--- src/rtl/hazard_ctrl.sv ---
// Pipeline hazard/stall controller: load-use bubbles, branch flushes and
// data-memory wait freezes with a timeout watchdog, plus saturating perf counters.
module hazard_ctrl #(
   parameter int unsigned REG_W   = 5,
   parameter int unsigned TIMEOUT = 64,
   parameter int unsigned CNT_W   = 16
) (
   input  logic             CLK,
   input  logic             RESET_N,
   input  logic [REG_W-1:0] rs1_ID,
   input  logic [REG_W-1:0] rs2_ID,
   input  logic             use_rs1_ID,
   input  logic             use_rs2_ID,
   input  logic [REG_W-1:0] rd_EX,
   input  logic             MemRead_EX,
   input  logic             branch_taken_EX,
   input  logic             dmem_req_MEM,
   input  logic             dmem_ready,
   output logic             PC_Write,
   output logic             IF_ID_Hold,
   output logic             IF_ID_Clear,
   output logic             ID_EX_Hold,
   output logic             ID_EX_Clear,
   output logic             EX_MEM_Hold,
   output logic             MEM_WB_Clear,
   output logic             mem_error,
   output logic [CNT_W-1:0] stall_cnt,
   output logic [CNT_W-1:0] flush_cnt
);

   localparam int unsigned     WCW     = $clog2(TIMEOUT + 1);
   localparam logic [WCW-1:0]  WC_LAST = WCW'(TIMEOUT - 1);

   typedef enum logic [1:0] {
      S_RUN   = 2'd0,
      S_WAIT  = 2'd1,
      S_ERROR = 2'd2
   } state_t;

   state_t           r_state;
   state_t           w_state_nxt;
   logic [WCW-1:0]   r_wait_cnt;
   logic [CNT_W-1:0] r_stall_cnt;
   logic [CNT_W-1:0] r_flush_cnt;

   logic w_mem_stall;
   logic w_load_use;
   logic w_error;
   logic w_freeze;
   logic w_flush;
   logic w_lu_stall;

   assign w_mem_stall = dmem_req_MEM & ~dmem_ready;
   assign w_load_use  = MemRead_EX & (rd_EX != '0) &
                        ((use_rs1_ID & (rd_EX == rs1_ID)) |
                         (use_rs2_ID & (rd_EX == rs2_ID)));

   // Priority chain: error/freeze mask flush, flush masks load-use.
   assign w_error    = (r_state == S_ERROR);
   assign w_freeze   = w_error | w_mem_stall;
   assign w_flush    = ~w_freeze & branch_taken_EX;
   assign w_lu_stall = ~w_freeze & ~branch_taken_EX & w_load_use;

   always_ff @(posedge CLK or negedge RESET_N) begin
      if (!RESET_N) begin
         r_state <= S_RUN;
      end else begin
         r_state <= w_state_nxt;
      end
   end

   always_comb begin
      w_state_nxt = r_state;
      case (r_state)
         S_RUN: begin
            if (w_mem_stall) w_state_nxt = S_WAIT;
         end
         S_WAIT: begin
            if (!w_mem_stall)               w_state_nxt = S_RUN;
            else if (r_wait_cnt == WC_LAST) w_state_nxt = S_ERROR;
         end
         S_ERROR: w_state_nxt = S_ERROR;
         default: w_state_nxt = S_RUN;
      endcase
   end

   always_comb begin
      PC_Write     = ~(w_freeze | w_lu_stall);
      IF_ID_Hold   = w_freeze | w_lu_stall;
      IF_ID_Clear  = w_flush;
      ID_EX_Hold   = w_freeze;
      ID_EX_Clear  = w_flush | w_lu_stall;
      EX_MEM_Hold  = w_freeze;
      MEM_WB_Clear = w_freeze;
      mem_error    = w_error;
   end

   always_ff @(posedge CLK or negedge RESET_N) begin
      if (!RESET_N) begin
         r_wait_cnt <= '0;
      end else begin
         case (r_state)
            S_RUN:   r_wait_cnt <= w_mem_stall ? WCW'(1) : '0;
            S_WAIT: begin
               if (!w_mem_stall)              r_wait_cnt <= '0;
               else if (r_wait_cnt != WC_LAST) r_wait_cnt <= r_wait_cnt + WCW'(1);
            end
            default: r_wait_cnt <= r_wait_cnt;
         endcase
      end
   end

   always_ff @(posedge CLK or negedge RESET_N) begin
      if (!RESET_N) begin
         r_stall_cnt <= '0;
         r_flush_cnt <= '0;
      end else begin
         if ((w_freeze | w_lu_stall) && (r_stall_cnt != '1))
            r_stall_cnt <= r_stall_cnt + CNT_W'(1);
         if (w_flush && (r_flush_cnt != '1))
            r_flush_cnt <= r_flush_cnt + CNT_W'(1);
      end
   end

   assign stall_cnt = r_stall_cnt;
   assign flush_cnt = r_flush_cnt;

endmodule

--- config.mk ---
export PLATFORM = sky130hd
export DESIGN_NAME = hazard_ctrl
export DESIGN_NICKNAME = d
export VERILOG_FILES = /design/src/rtl/hazard_ctrl.sv
export SDC_FILE = /design/constraint.sdc
export NUM_CORES = 1
export LEC_CHECK = 0
export ABC_CLOCK_PERIOD_IN_PS = 2600
export CORE_ASPECT_RATIO = 1.75
export CORE_MARGIN = 2
export CORE_UTILIZATION = 30
export DETAILED_ROUTE_END_ITERATION = 16
export GPL_TIMING_DRIVEN = 0
export PLACE_DENSITY = 0.6
export SLEW_MARGIN = 20
export SYNTH_ARGS = -nofsm -noshare
export SYNTH_HDL_FRONTEND = slang
export SYNTH_SLANG_ARGS = --single-unit
export TNS_END_PERCENT = 5
--- constraint.sdc ---
create_clock -name CLK -period 2.6 [get_ports CLK]
set_clock_uncertainty 0.15 [all_clocks]
set_input_delay 0.52 -clock CLK [delete_from_list [all_inputs] [get_ports CLK]]
set_output_delay 0.52 -clock CLK [all_outputs]
set_load 0.02 [all_outputs]
# Word level (Yosys, flattened, before mapping)
# Index checks and enable logic that the tools add are counted.
# classes
n_eq_ne	11
bitwise	16
mux	8
n_reduce_logical	7
n_addsub	3
# op_table
operator	count
16-bit by 1-bit adder with 16-bit output, second input constant	2
16-bit != test, second input constant	2
7-bit 2-to-1 mux	2
7-bit one-hot mux with 2 select lines	1
5-bit == test	2
1-bit AND	8
7-bit by 1-bit adder with 7-bit output, second input constant	1
7-bit by 6-bit == test with 1-bit output, second input constant	1
7-bit by 6-bit != test with 1-bit output, second input constant	1
2-bit 2-to-1 mux	3
3-bit != test, second input constant	2
2-bit one-hot mux with 3 select lines	1
5-bit nonzero test	1
1-bit inverter	4
1-bit OR	4
2-bit AND reduction	2
2-bit by 1-bit == test with 1-bit output, second input constant	1
2-bit == test, second input constant	1
1-bit logical AND	2
2-bit zero test	1
2-bit != test, second input constant	1
2-bit nonzero test	1
1-bit 2-to-1 mux	1
# word_totals
wordCells	49
register_bits	41
inputBits	23
output_inout_bits	40

# Logic depth before layout (Yosys ltp)
# depth
depth_word	8
depth_mapped	9
depth_no_buf	8

# Worst setup path before layout
# No wires, ideal clock.
# synth_path
path_kind	input port to output port
startpoint	input rd_EX[1]
endpoint	output IF_ID_Hold
n_path_buf	1
arrival_time_ns	1.783
cell_stages	7
path_slack_ns	0.147
cell_sequence	or4_1 -> o21ai_2 -> or2_2 -> nor2_1 -> nor2_4 -> inv_2 -> buf_4
# synth_via
elab_chain_cells	6
elab_cells_between_ends	10
# synth_rtl
item	line	rtl
start: declaration	14	input logic [REG_W-1:0] rd_EX,
5-bit == test (on tied branches)	55, 56	
1-bit AND (on tied branches)	55, 56	
1-bit OR	55	((use_rs1_ID & (rd_EX == rs1_ID)) |
1-bit AND (*)	54	assign w_load_use = MemRead_EX & (rd_EX != '0) &
1-bit AND (*)	62	assign w_lu_stall = ~w_freeze & ~branch_taken_EX & w_load_use;
1-bit OR (*)	89	IF_ID_Hold = w_freeze | w_lu_stall;
end: declaration	20	output logic IF_ID_Hold,
# Mark *: on every way between the ends. The rest lies on a longest branch, timed or not.

# Final worst setup path
# layout_path
startpoint	input rd_EX[4]
endpoint	output IF_ID_Hold
# Same word-level chain as after synthesis.

==> flow_metrics.py <==
metrics = {
    "status": {
        "status": "finished, violations left",
        "violations": "hold timing",
    },
    "cts": {
        "cts_buffer_depth": 2,
        "cts.clk_slew.worst_paths_ns": 0.06,
        "clkSinkCount": 41,
        "cts-root-buf": "clkbuf_16",
        "cts.htree.levels": 2,
        "cts_hold_buffers": 0,
        "numCtsBuffers": 5,
        "cts_tree": "done",
        "clk_latency_ns": 0.28,
    },
    "detailed_routing": {
        "final_antenna_net_count": 0,
        "drtIter0Drc": 87,
        "route.detailed.drc": 0,
        "drt-total-wl_um": 5131,
        "post_drt_wl_per_cell_um": 13.54,
        "firstDrtPassIters": 4,
        "viasPerCell": 4.815,
        "via_count": 1825,
    },
    "grt": {
        "grt.busiest_layer": "met2",
        "overflow": 0,
        "antenna_found_initial": 0,
        "globalRouteMet3Util_pct": 1.942,
        "use_met1_pct": 16.47,
        "met2_usage_pct": 24.90,
        "grt.total_usage_pct": 14.09,
        "grt_pass1_vias": 1861,
        "grt_max_degree": 28,
        "grt_pass1_wl_um": 8549,
    },
    "placed_design": {
        "hpwl_um": 3914,
        "preCtsSetupSlack_ns": -0.9909,
        "place.port_buffers": 62,
        "gp_congestion": 0.8428,
        "place_area_um2": 2878,
    },
    "critical_path": {
        "cp_max_fo": 8,
        "regToRegStartpoint": "stall_cnt[0]",
        "arrival_ns": 1.92,
        "reg2regPathDepth": 8,
        "r2r_setup_slack_ns": 0.43,
        "startpoint": "rd_EX[4]",
        "worst-setup-path-type": "input port to output port",
        "cp-start-kind": "input port",
        "timing.rr.end": "stall_cnt[6]",
        "cp_data_required_time_ns": 1.93,
        "cp-end-kind": "output port",
    },
    "synth": {
        "ys_seq_elements": 41,
        "syn_avg_cell_area_um2": 10.03,
        "synth_edf_count": 0,
        "synth.top_cell.area_share_pct": 48.01,
        "synth_cell_types": 39,
        "synth.most_common_cell": "dfrtp_1",
        "syn-num-nets": 239,
        "synth_area_leaders": "dfrtp_1 48%, xnor2_1 9.8%, xor2_1 5.7%",
        "synth_top_cell_by_area": "dfrtp_1",
        "synth-async-reset-ratio_pct": 100.0,
        "yosys_warnings": 0,
        "synth_common_cells": "41 x dfrtp_1, 24 x xnor2_1, 20 x nor2_1",
        "netlist_area_um2": 2137,
        "seq_area_frac_synth_pct": 48.01,
        "synthCells": 213,
        "ys.flop_type": "dfrtp_1",
    },
    "worst_hold_path": {
        "hold_path_class": "input port to async pin",
    },
    "timing": {
        "rsz0062_at_grt": "yes",
        "setup_ws_ns": 0.01445,
        "fmax_ghz": 0.3868,
        "period_share_pct": 99.44,
        "min_period_ns": 2.586,
        "setup_viol": 0,
        "worst_pin_slew_ns": 0.4195,
        "worst_hold_slack_ns": -0.003988,
        "drv_slew": 0,
        "final_hold_viol_count": 8,
        "slew-limit-headroom_pct": 72.04,
    },
    "pwr": {
        "peakVddDrop_mv": 0.3688,
        "p_leak_nw": 1.384,
        "p_total_mw": 1.420,
        "powerDensity_nw_per_um2": 449.2,
    },
    "floorplanning": {
        "ios": 63,
        "die_h_um": 115.7,
        "row_count": 40,
        "die-area_um2": 7841,
        "initial_core_util_pct": 30.94,
        "core_um2": 6907,
        "die_w_um": 67.80,
    },
    "finish": {
        "final_area_um2": 3161,
        "fillers": 687,
        "nets": 320,
        "drive_gt1_share_pct": 16.61,
        "diodes": 0,
        "syn_to_final_growth_pct": 47.89,
    },
    "flow_run": {
        "maxCapViolCount": 0,
    },
}
[cells by family (layout without fill, tap and decap cells)]
group | count (synthesis) | in the layout | share of synthesized area, %
and+or+nand+nor | 95 | 95 | 23.77
DFF | 41 | 41 | 48.01
xor gates and xnor gates | 38 | 38 | 15.57
muxes | 4 | 4 | 2.225
buffers and inverters | 11 | 93 | 2.459
adders and majority gates | 3 | 3 | 1.757
AOI/OAI and AO/OA | 21 | 21 | 6.206
[flip-flops by register name (all words and copies together), names as in the netlist]
| signal | cells |
|---|---|
| r_state | 2 |
| r_wait_cnt | 7 |
| flush_cnt | 16 |
| stall_cnt | 16 |
[worst max-delay path: stages]
cell      delay, ns
clkbuf_2       0.11
or4_4          0.55
o21ai_4        0.17
or2_4          0.14
nor2_2         0.04
nor2_4         0.14
clkinv_4       0.10
buf_6          0.14
[worst max path at each step]
stage | end | slack, ns | depth (start not counted)
2_1_floorplan | IF_ID_Hold | 0.15 | 7
3_3_place_gp | IF_ID_Hold | -0.98 | 9
3_5_place_dp | IF_ID_Hold | -0.99 | 9
4_1_cts | IF_ID_Hold | -0.19 | 9
5_1_grt | IF_ID_Hold | -0.04 | 8
6_report | IF_ID_Hold | 0.01 | 8
[through the flow]
stage	utilization, %	TNS, ns	hold WS [ns]	cells
2_1_floorplan	-	0	0.07441	213
3_3_place_gp	41.45	-16.93	0.3293	359
3_5_place_dp	41.67	-6.513	0.3071	360
4_1_cts	44.44	-0.3931	0.006282	369
5_1_grt	45.76	-0.05994	0.02197	379
6_report	45.76	0	-0.003988	379
[routing by layer]
metal  up-vias  share of wire (%)
met5         -                  0
met4         0                2.5
met3        10                3.2
met2        38                 54
met1       871                 40
li1        906                  -
[area by class of cell]
class	count	area, um2	share of cell area, %
multi-input combinational	161	1112	35.19
sequential	41	1026	32.46
timing repair buffer	75	698.2	22.09
clock buffer	5	125.1	3.959
tap	84	105.1	3.325
clock inverter	3	43.79	1.386
inverter	6	27.53	0.8709
buffer	4	22.52	0.7126
[power breakdown]
part / switching [mW] / internal [mW] / total (mW)
clock network: 0.247 / 0.454 / 0.701
registers: 0 / 0.638 / 0.638
logic: 0.0384 / 0.0421 / 0.0805
total: 0.286 / 1.13 / 1.42
[cell usage in the layout (no fill, tap or decap), drive strengths merged, types with 5 or more instances in the layout]
cell / count
o21ai: 6
a21oi: 5
dlymetal6s2s: 6
dlygate4sd2: 5
nor2: 21
nand3: 13
buf: 20
and2: 8
nand4: 16
xor2: 14
dfrtp: 41
xnor2: 24
clkdlybuf4s50: 41
inv: 6
nand2: 16
clkbuf: 12
[timing repair]
action,in CTS,in global routing
resized for setup,35,27
pin swaps,3,14
setup endpoints to repair,7,5
buffers inserted,1,11
No activity file was read; power rests on OpenSTA's default activity.
